### config.mk
export PLATFORM = sky130hd
export DESIGN_NAME = pipe_hazard_ctrl
export DESIGN_NICKNAME = d
export VERILOG_FILES = /design/src/rtl/pipe_hazard_ctrl.sv
export SDC_FILE = /design/constraint.sdc
export NUM_CORES = 1
export LEC_CHECK = 0
export CAP_MARGIN = 10
export CORE_MARGIN = 3
export CORE_UTILIZATION = 35
export CTS_CLUSTER_SIZE = 24
export DETAILED_ROUTE_END_ITERATION = 16
export PLACE_DENSITY = 0.79
export SKIP_LAST_GASP = 1
export SLEW_MARGIN = 20
export SYNTH_ARGS = -nofsm -noshare
export SYNTH_HDL_FRONTEND = slang
export SYNTH_SLANG_ARGS = --single-unit
export TNS_END_PERCENT = 30
### constraint.sdc
create_clock -name clk -period 2.2 [get_ports clk]
set_clock_uncertainty 0.15 [all_clocks]
set_input_delay 0.44 -clock clk [delete_from_list [all_inputs] [get_ports clk]]
set_output_delay 0.44 -clock clk [all_outputs]
set_load 0.01 [all_outputs]
### src/rtl/pipe_hazard_ctrl.sv
// pipe_hazard_ctrl: stall/flush controller with Tuse/Tnew dependency stalls, mult/div busy sequencer and exception priority.
// Optional cycle counter of stalled cycles enabled by PIPE_HAZARD_STALL_CNT_EN.
module pipe_hazard_ctrl #(
  parameter int MULT_CYC = 5,
  parameter int DIV_CYC = 10
) (
  input  logic       clk,
  input  logic       reset,
  input  logic [4:0] D_rs_addr,
  input  logic [4:0] D_rt_addr,
  input  logic [1:0] D_rs_tuse,
  input  logic [1:0] D_rt_tuse,
  input  logic [4:0] E_A3,
  input  logic [4:0] M_A3,
  input  logic [1:0] E_Tnew,
  input  logic [1:0] M_Tnew,
  input  logic       D_md_use,
  input  logic       E_md_start,
  input  logic       E_md_div,
  input  logic       Req,
  output logic       PC_EN,
  output logic       F_D_REG_EN,
  output logic       D_E_REG_CLR,
  output logic       Flush,
  output logic       md_busy,
  output logic [3:0] md_cnt
`ifdef PIPE_HAZARD_STALL_CNT_EN
  ,
  output logic [31:0] stall_cnt
`endif
);
  typedef enum logic {IDLE, BUSY} state_t;
  state_t state, state_nxt;
  logic [3:0] cnt_nxt;
  logic rs_stall, rt_stall, md_stall, stall, start;
  assign rs_stall = (D_rs_addr != 5'd0) &&
                    ((E_A3 == D_rs_addr && D_rs_tuse < E_Tnew) || (M_A3 == D_rs_addr && D_rs_tuse < M_Tnew));
  assign rt_stall = (D_rt_addr != 5'd0) &&
                    ((E_A3 == D_rt_addr && D_rt_tuse < E_Tnew) || (M_A3 == D_rt_addr && D_rt_tuse < M_Tnew));
  assign md_busy = E_md_start || state == BUSY;
  assign md_stall = D_md_use && md_busy;
  assign stall = rs_stall || rt_stall || md_stall;
  // a start alongside Req belongs to a younger, squashed instruction
  assign start = E_md_start && !Req;
  assign Flush = Req;
  assign PC_EN = Req || !stall;
  assign F_D_REG_EN = Req || !stall;
  assign D_E_REG_CLR = !Req && stall;
  always_comb begin
    state_nxt = state;
    cnt_nxt = md_cnt;
    if (start) begin
      state_nxt = BUSY;
      cnt_nxt = E_md_div ? 4'(DIV_CYC) : 4'(MULT_CYC);
    end else if (state == BUSY) begin
      cnt_nxt = md_cnt - 4'd1;
      state_nxt = md_cnt == 4'd1 ? IDLE : BUSY;
    end
  end
  always_ff @(posedge clk or negedge reset) begin
    if (!reset) begin
      state <= IDLE;
      md_cnt <= 4'd0;
    end else begin
      state <= state_nxt;
      md_cnt <= cnt_nxt;
    end
  end
`ifdef PIPE_HAZARD_STALL_CNT_EN
  always_ff @(posedge clk or negedge reset) begin
    if (!reset) stall_cnt <= 32'd0;
    else if (D_E_REG_CLR && stall_cnt != 32'hFFFF_FFFF) stall_cnt <= stall_cnt + 32'd1;
  end
`endif
endmodule

Word level (Yosys, flattened, before mapping):

Index checks and enable logic that the tools add are counted.

* bits in registers: 5
* latch bits: 0
* memory bits (writable): 0
* bits in read-only memories: 0
* input bits: 34
* output and inout port bits: 9
* word-level logic and storage cells: 38
* memories kept: 0

* add/sub/neg operators: 1
* $mul: 0
* divide/modulo/power cells: 0
* order comparisons: 4
* equal/unequal tests: 5
* shift operators: 0
* mux-type cells: 6
* bitwise gates (word level): 0
* reductions and logical operators: 20

Operators by type and width (count)
* == test 5 bit: 4
* 2-to-1 mux 4 bit: 3
* nonzero test 5 bit: 2
* logical AND 1 bit: 9
* < comparator 2 bit: 4
* logical OR 1 bit: 6
* == test 4 x 1 -> 1 bit (second input constant): 1
* subtractor 4 x 1 -> 4 bit (second input constant): 1
* 2-to-1 mux 1 bit: 3
* zero test 1 bit: 2
* nonzero test 2 bit: 1

Longest topological paths before layout:

* word-level depth: 8
* gate-level depth with buffers: 7

Worst setup path before layout:

OpenSTA, ideal clock, no wires.

* path type: input to output
* from: input M_Tnew[1]
* to: output PC_EN
* data arrival time: 1.492 ns
* required time: 1.610 ns
* setup slack: 0.118 ns
* stages: 7
* path through: inv_1 > ha_1 > nor4_1 > nand4_1 > o2bb2ai_1 > a31o_1 > buf_4

* longest elaborated chain between the ends: 8
* elaborated cells between the ends (all ways): 12
* classes of those cells: 2 x order compare; 10 x reduce/logical

Ends and longest elaborated chain
* start, declared: RTL line 16 `input logic [1:0] M_Tnew,`
* < comparator 2 bit (on tied branches): RTL line 37, 39
* logical AND 1 bit (on tied branches): RTL line 37, 39
* logical OR 1 bit (on tied branches): RTL line 37, 39
* logical AND 1 bit (on tied branches): RTL line 36, 38
* logical OR 1 bit (*) (2 in a row): RTL line 42 `assign stall = rs_stall || rt_stall || md_stall;`
* zero test 1 bit (*)
* logical OR 1 bit (*)
* end, declared: RTL line 21 `output logic PC_EN,`

Every way passes the cells marked *; elsewhere a longest branch is shown, timed or not.

Worst setup path after layout:

* from: input E_A3[2]
* to: output PC_EN

* longest elaborated chain between the ends: 8
* elaborated cells between the ends (all ways): 12
* classes of those cells: 2 x eq/ne; 10 x reduce/logical

Ends and longest elaborated chain
* start, declared: RTL line 13 `input logic [4:0] E_A3,`
* == test 5 bit (on tied branches): RTL line 37, 39
* logical AND 1 bit (on tied branches): RTL line 37, 39
* logical OR 1 bit (on tied branches): RTL line 37, 39
* logical AND 1 bit (on tied branches): RTL line 36, 38
* logical OR 1 bit (*) (2 in a row): RTL line 42
* zero test 1 bit (*): RTL line 46 `assign PC_EN = Req || !stall;`
* logical OR 1 bit (*): RTL line 46

Marks and branches as above.

==> out/results.ini <==
[die]
coreArea_sq_mm=0.00163
ios=43
start_util_pct=39.9
rows=14
chipWidth_um=49.1
die_height_um=49.1
die_area_sq_mm=0.00241

[sta]
tightest_slew_ns=0.321
layout_min_cycle_time_ns=2.30
relSlewSlack_pct=78.3
hold_violations=0
rsz0062_at_grt=true
clock.fmax_mhz=436
setup_viol=4
holdWs_ns=0.262
fin_crit_sh_pct=104
setup_ws_ns=-0.0952
finalMaxSlewViolations=0

[yosys]
synthTopCellsByArea=xor2_1, dfrtp_1, ha_1
async_flop_share_pct=100
ys.flop_type=dfrtp_1
netlist_area_sq_um=651
avgSynthCellArea_sq_um=8.03
synth-seq-cells=5
synth_warnings=0
synth-seq-area-share_pct=19.2
synth.net_count=121
synthCells=81
synth-edff-count=0
synth_top_area_share_pct=25.6
synth.distinct_cells=21
synth_largest_area_cell=xor2_1

[run_status]
outcome=finished, violations left
violations=setup timing

[global_route]
grt_max_degree=8
grt.total_usage_pct=21.3
grt_pass1_wl_mm=3.91
overflow=0
grt_pass1_vias=832
antenna_found_initial=0

[layout]
regArea_sq_um=125
fillers=109
multi_input_area_sq_um=629
nets=176
fin_area_sq_mm=0.00126
drive_gt1_share_pct=44.4
antenna_cells=0
layout_commonest_cell=buf_2
syn2layout_area_growth_pct=94.0
layout_common_cells=buf_2, xor2_1, clkdlybuf4s50_1

[clock_network]
clkTransAtPathRegs_ns=0.05
clk_path_buf_depth=2
h-tree-depth=1
cts_inserted_buffers=3
cts-root-buf=clkbuf_4
cts.sinks=5
clock_latency_ns=0.25
cts_tree=done

[power_and_ir_drop]
power_mw=0.806
peakVddDrop_v=0.000673
p_leak_nw=0.562
power_density_mw_per_mm2=638

[setup_path]
cp.required_ns=1.61
rr_worst_depth=5
worstPathCellList=buf_8 > xor2_2 > nor4_2 > nand3_1 > o2bb2ai_2 > a31o_1 > buf_2
critPathLaunchType=primary input
critical-path-slowest-cell=nor4_2
rr_endpoint=md_cnt[2]
reg2reg_slack_ns=0.85
critical_path_class=primary input to output pin
arrival_ns=1.71
critical_path.max_fanout=2
r2r_start=md_cnt[0]
cp-end-kind=output pin
slowest_delay_ns=0.34

[drt]
route.detailed.drc=0
dr.pass1.iters=4
viasPerCell=4.84
via_count=770
finalWirelength_mm=2.44
detail-route-antenna-nets=0
wl_per_cell_um=15.4
drt_iter0_drc=14

[placed_design]
place_area_sq_mm=0.00115
gp_congestion=0.835
dp_hpwl_mm=1.84
port_buffers=42
dp_slack_ns=-0.851

[run]
cap_viol_max_count=0

[hold_path]
hp-class=primary input to asynchronous set/reset pin

==> cells in the mapped netlist, drive strengths merged (3+ instances only) <==
| cell type | count |
|---|---|
| nor4 | 4 |
| ha | 6 |
| nand2 | 5 |
| inv | 7 |
| xor2 | 19 |
| nor2 | 7 |
| xnor2 | 4 |
| a21oi | 4 |
| o21ai | 4 |
| nand3 | 3 |
| dfrtp | 5 |
==> logic make-up after synthesis <==
kind of cell	synth area share, %
simple gates	19.6
xor+xnor	31.0
compound gates	12.3
buf+inv	6.35
fa+ha+maj	11.5
flops	19.2
==> stage by stage <==
| step | std cells | TNS [ns] | util, % |
|---|---|---|---|
| 2_1_floorplan | 81 | 0 | - |
| 4_1_cts | 158 | -0.164 | 75.8 |
| 6_report | 159 | -0.279 | 77.5 |
| 5_1_grt | 159 | -0.380 | 77.5 |
| 3_3_place_gp | 153 | -2.49 | 70.4 |
| 3_5_place_dp | 153 | -2.58 | 70.4 |
==> routing by layer <==
metal	track usage [%]	up-vias	wire, um
met1	25.1	356	944
met3	4.28	4	101
met2	38.4	28	1360
met5	0	-	0
met4	6.16	0	38
li1	-	382	-
==> worst max path at each step <==
stage | endpoint | slack [ns] | startpoint
floorplan | PC_EN | 0.12 | M_Tnew[1]
global placement | F_D_REG_EN | -0.82 | E_A3[4]
detailed placement | D_E_REG_CLR | -0.85 | E_A3[4]
CTS | PC_EN | -0.06 | D_rt_addr[2]
global route | F_D_REG_EN | -0.12 | E_A3[2]
finish | PC_EN | -0.1 | E_A3[2]
==> report_power, final <==
part           internal (mW)  switching [mW]  leakage [nW]  total, mW
Clock                 0.0661          0.0444        0.0177      0.111
Sequential             0.140          0.0523        0.0552      0.193
Combinational          0.270           0.233         0.489      0.503
Total                  0.476           0.329         0.562      0.806
==> repair_timing <==
item | CTS | global route
hold buffers | 0 | 0
pin swaps | 23 | 9
buffers inserted | 1 | 1
setup endpoints to repair | 4 | 5
gates resized for setup | 131 | 11
hold endpoints to repair | 0 | 0
==> registers in the layout (all words and copies together) (netlist names) <==
| register | cells |
|---|---|
| md_cnt | 4 |
| state | 1 |
==> final cells by class <==
class,count,share of cell area [%]
clock buffer,3,1.78
clock inverter,1,0.396
inverter,7,2.08
multi-input combinational,67,49.9
sequential,5,9.91
tap,24,2.38
timing repair buffer,52,33.6
==> critical path: cells and delay by family <==
| family | cells | cell delay [ns] |
|---|---|---|
| and+or+nand+nor | 2 | 0.48 |
| AOI/OAI and AO/OA | 2 | 0.37 |
| buffers and inverters | 2 | 0.25 |
| xor gates and xnor gates | 1 | 0.16 |
(Power assumes the default switching activity.)
==> variant (same flow settings) <==
Add a define of `PIPE_HAZARD_STALL_CNT_EN`.
--- a/src/rtl/pipe_hazard_ctrl.sv
+++ b/src/rtl/pipe_hazard_ctrl.sv
@@ -2,2 +2,4 @@
 // Optional cycle counter of stalled cycles enabled by PIPE_HAZARD_STALL_CNT_EN.
+`define PIPE_HAZARD_STALL_CNT_EN
+
 module pipe_hazard_ctrl #(
Check against the original RTL (old outputs only; new: stall_cnt): equivalent (equiv_simple and equiv_induct, registers matched by name and starting in step).
==> variant against the original RTL <==
- the flow still finishes with violations (negative setup slack)
- global-route usage is 2.4 points lower
- sequential share of layout area up 14 points
- final cell count grew to 2.7 times the old value
- wire length rose to 2.8 times the old value
- area after synthesis rose to 3.6 times the old value
- combinational power is 110% higher
- cell area rose to 3.1 times the old value
- power increased to 3.1 times the old value
- sequential cell count rose by 32
- setup slack lost 0.24 ns
- core utilization fell by 17 points
- critical endpoint is now stall_cnt[23]
- highest routed layer unchanged
==> variant: results (changes against the original RTL) <==
Synthesis
  • Top cell types by occurrence after synthesis: sky130_fd_sc_hd__xor2_1 (39), sky130_fd_sc_hd__dfrtp_1 (37), sky130_fd_sc_hd__nand3_1 (17)
  • Distinct cells, synth: 35 (+67%)
  • Synthesized Nets: 270 (+120%)
  • Register area share after synthesis: 40.0% (+21 points)

Placement
  • HPWL after detailed placement: 4.97 mm (+170%)
  • Worst slack, placed: -1.09 ns (-0.238 ns)
  • Last weighted congestion value of the routability-driven placer: 0.894 (+7.0%)
  • Post-Place Cells: 414 (+170%)
  • I/O Buffers: 74 (+76%)

Global routing
  • GRT Overall Usage: 18.9% (-2.4 points)
  • First-pass GRT wire length: 11.4 mm (+190%)
  • Number of global-route vias before repair: 2365 (+180%)

Pwr
  • Cell area power density: 644 mW/mm^2 (+0.97%)
  • Static Leak: 1.74 nW (+210%)
  • Internal Pwr Total: 1.65 mW (+250%)
  • Peak supply drop: 0.643 mV (-4.5%)
  • Comb power: 1.07 mW (+110%)

STA
  • Sum of negative setup slack: -5.96 ns (-5.68 ns)
  • Number of setup violations in the final report: 34 (+30)
  • Worst-case setup margin in the final layout: -0.339 ns (-0.244 ns)
  • Worst slew pin tran: 0.478 ns (+0.157 ns)

Critical path
  • Slowest stage cell on the critical path: sky130_fd_sc_hd__dlygate4sd2_1
  • Number of buffer and inverter instances along the worst setup path: 6 (+4)

Worst hold path
  • Worst hold-check path type: reg2reg

Route
  • DRC marker count from the first detailed-route iteration: 99 (+85)

Cells and area
  • Flip-flop count of the largest register after layout: 32 (+28)
  • Non-filler instance count after layout: 427 (+170%)
  • Fraction of layout instances using a drive strength above 1: 33.4% (-11 points)
  • Total non-filler cell area in the finished layout: 0.00389 sq mm (+210%)

Clock tree
  • Post-CTS Setup Repair Bufs: 5 (+4)
  • Clock-pin slew on the worst setup and hold paths: 0.07 ns (+0.02 ns)
  • Number of cells upsized or downsized after cts: 132 (+0.76%)

Outcome
  • Violations in the final reports: negative setup slack
  • Result of the run: finished, violations left
[variant: changes by cell type after synthesis, sizes merged, moves of 3 or more]
cell     before  now
nand4         1   10
nor4b         1    5
nand2         5   15
and3          0    6
nor3          0   15
xor2         19   39
nor2          7   16
xnor2         4   15
buf           2    6
nand3         3   17
a2111oi       0    3
dfrtp         5   37
[variant: per-layer routing]
layer	share of wire [%]	wire length (microns)	global-route usage [%]	up-vias
met5	0	0	0	-
met4	1.9	129	5.44	0
met3	5.4	372	4.64	16
met2	52	3610	32.3	66
met1	40	2780	23.6	1063
li1	-	-	-	1036
[variant: layout make-up]
type                            instances  share of cell area, %
Timing Repair Buffer                  122                   29.1
Tap cell                               77                   2.48
Clock buffer                            7                   2.22
Sequential cell                        37                   23.8
Inverter                                9                  0.997
Multi-Input combinational cell        175                   41.4
[variant: logic make-up (layout without fill, tap and decap cells)]
| logic type | after synthesis | in the layout | share of synthesized area, % |
|---|---|---|---|
| AO/OA/AOI/OAI | 14 | 14 | 5.67 |
| XOR/XNOR | 54 | 54 | 20.4 |
| adder cells (fa/ha/maj) | 7 | 7 | 3.78 |
| buffers and inverters | 17 | 138 | 4.21 |
| flip-flops | 37 | 37 | 40.0 |
| multiplexers | 1 | 1 | 0.486 |
| AND/OR/NAND/NOR | 99 | 99 | 25.5 |
[variant: final timing paths]
kind / startpoint / to / slack [ns]
max: D_rs_addr[0] / stall_cnt[23] / -0.34
min: stall_cnt[11] / stall_cnt[11] / 0.34
max reg2reg: stall_cnt[0] / stall_cnt[23] / -0.18
min reg2reg: stall_cnt[11] / stall_cnt[11] / 0.34
max in group asynchronous: reset / stall_cnt[28] / 1.20
min in group asynchronous: reset / stall_cnt[8] / 0.50
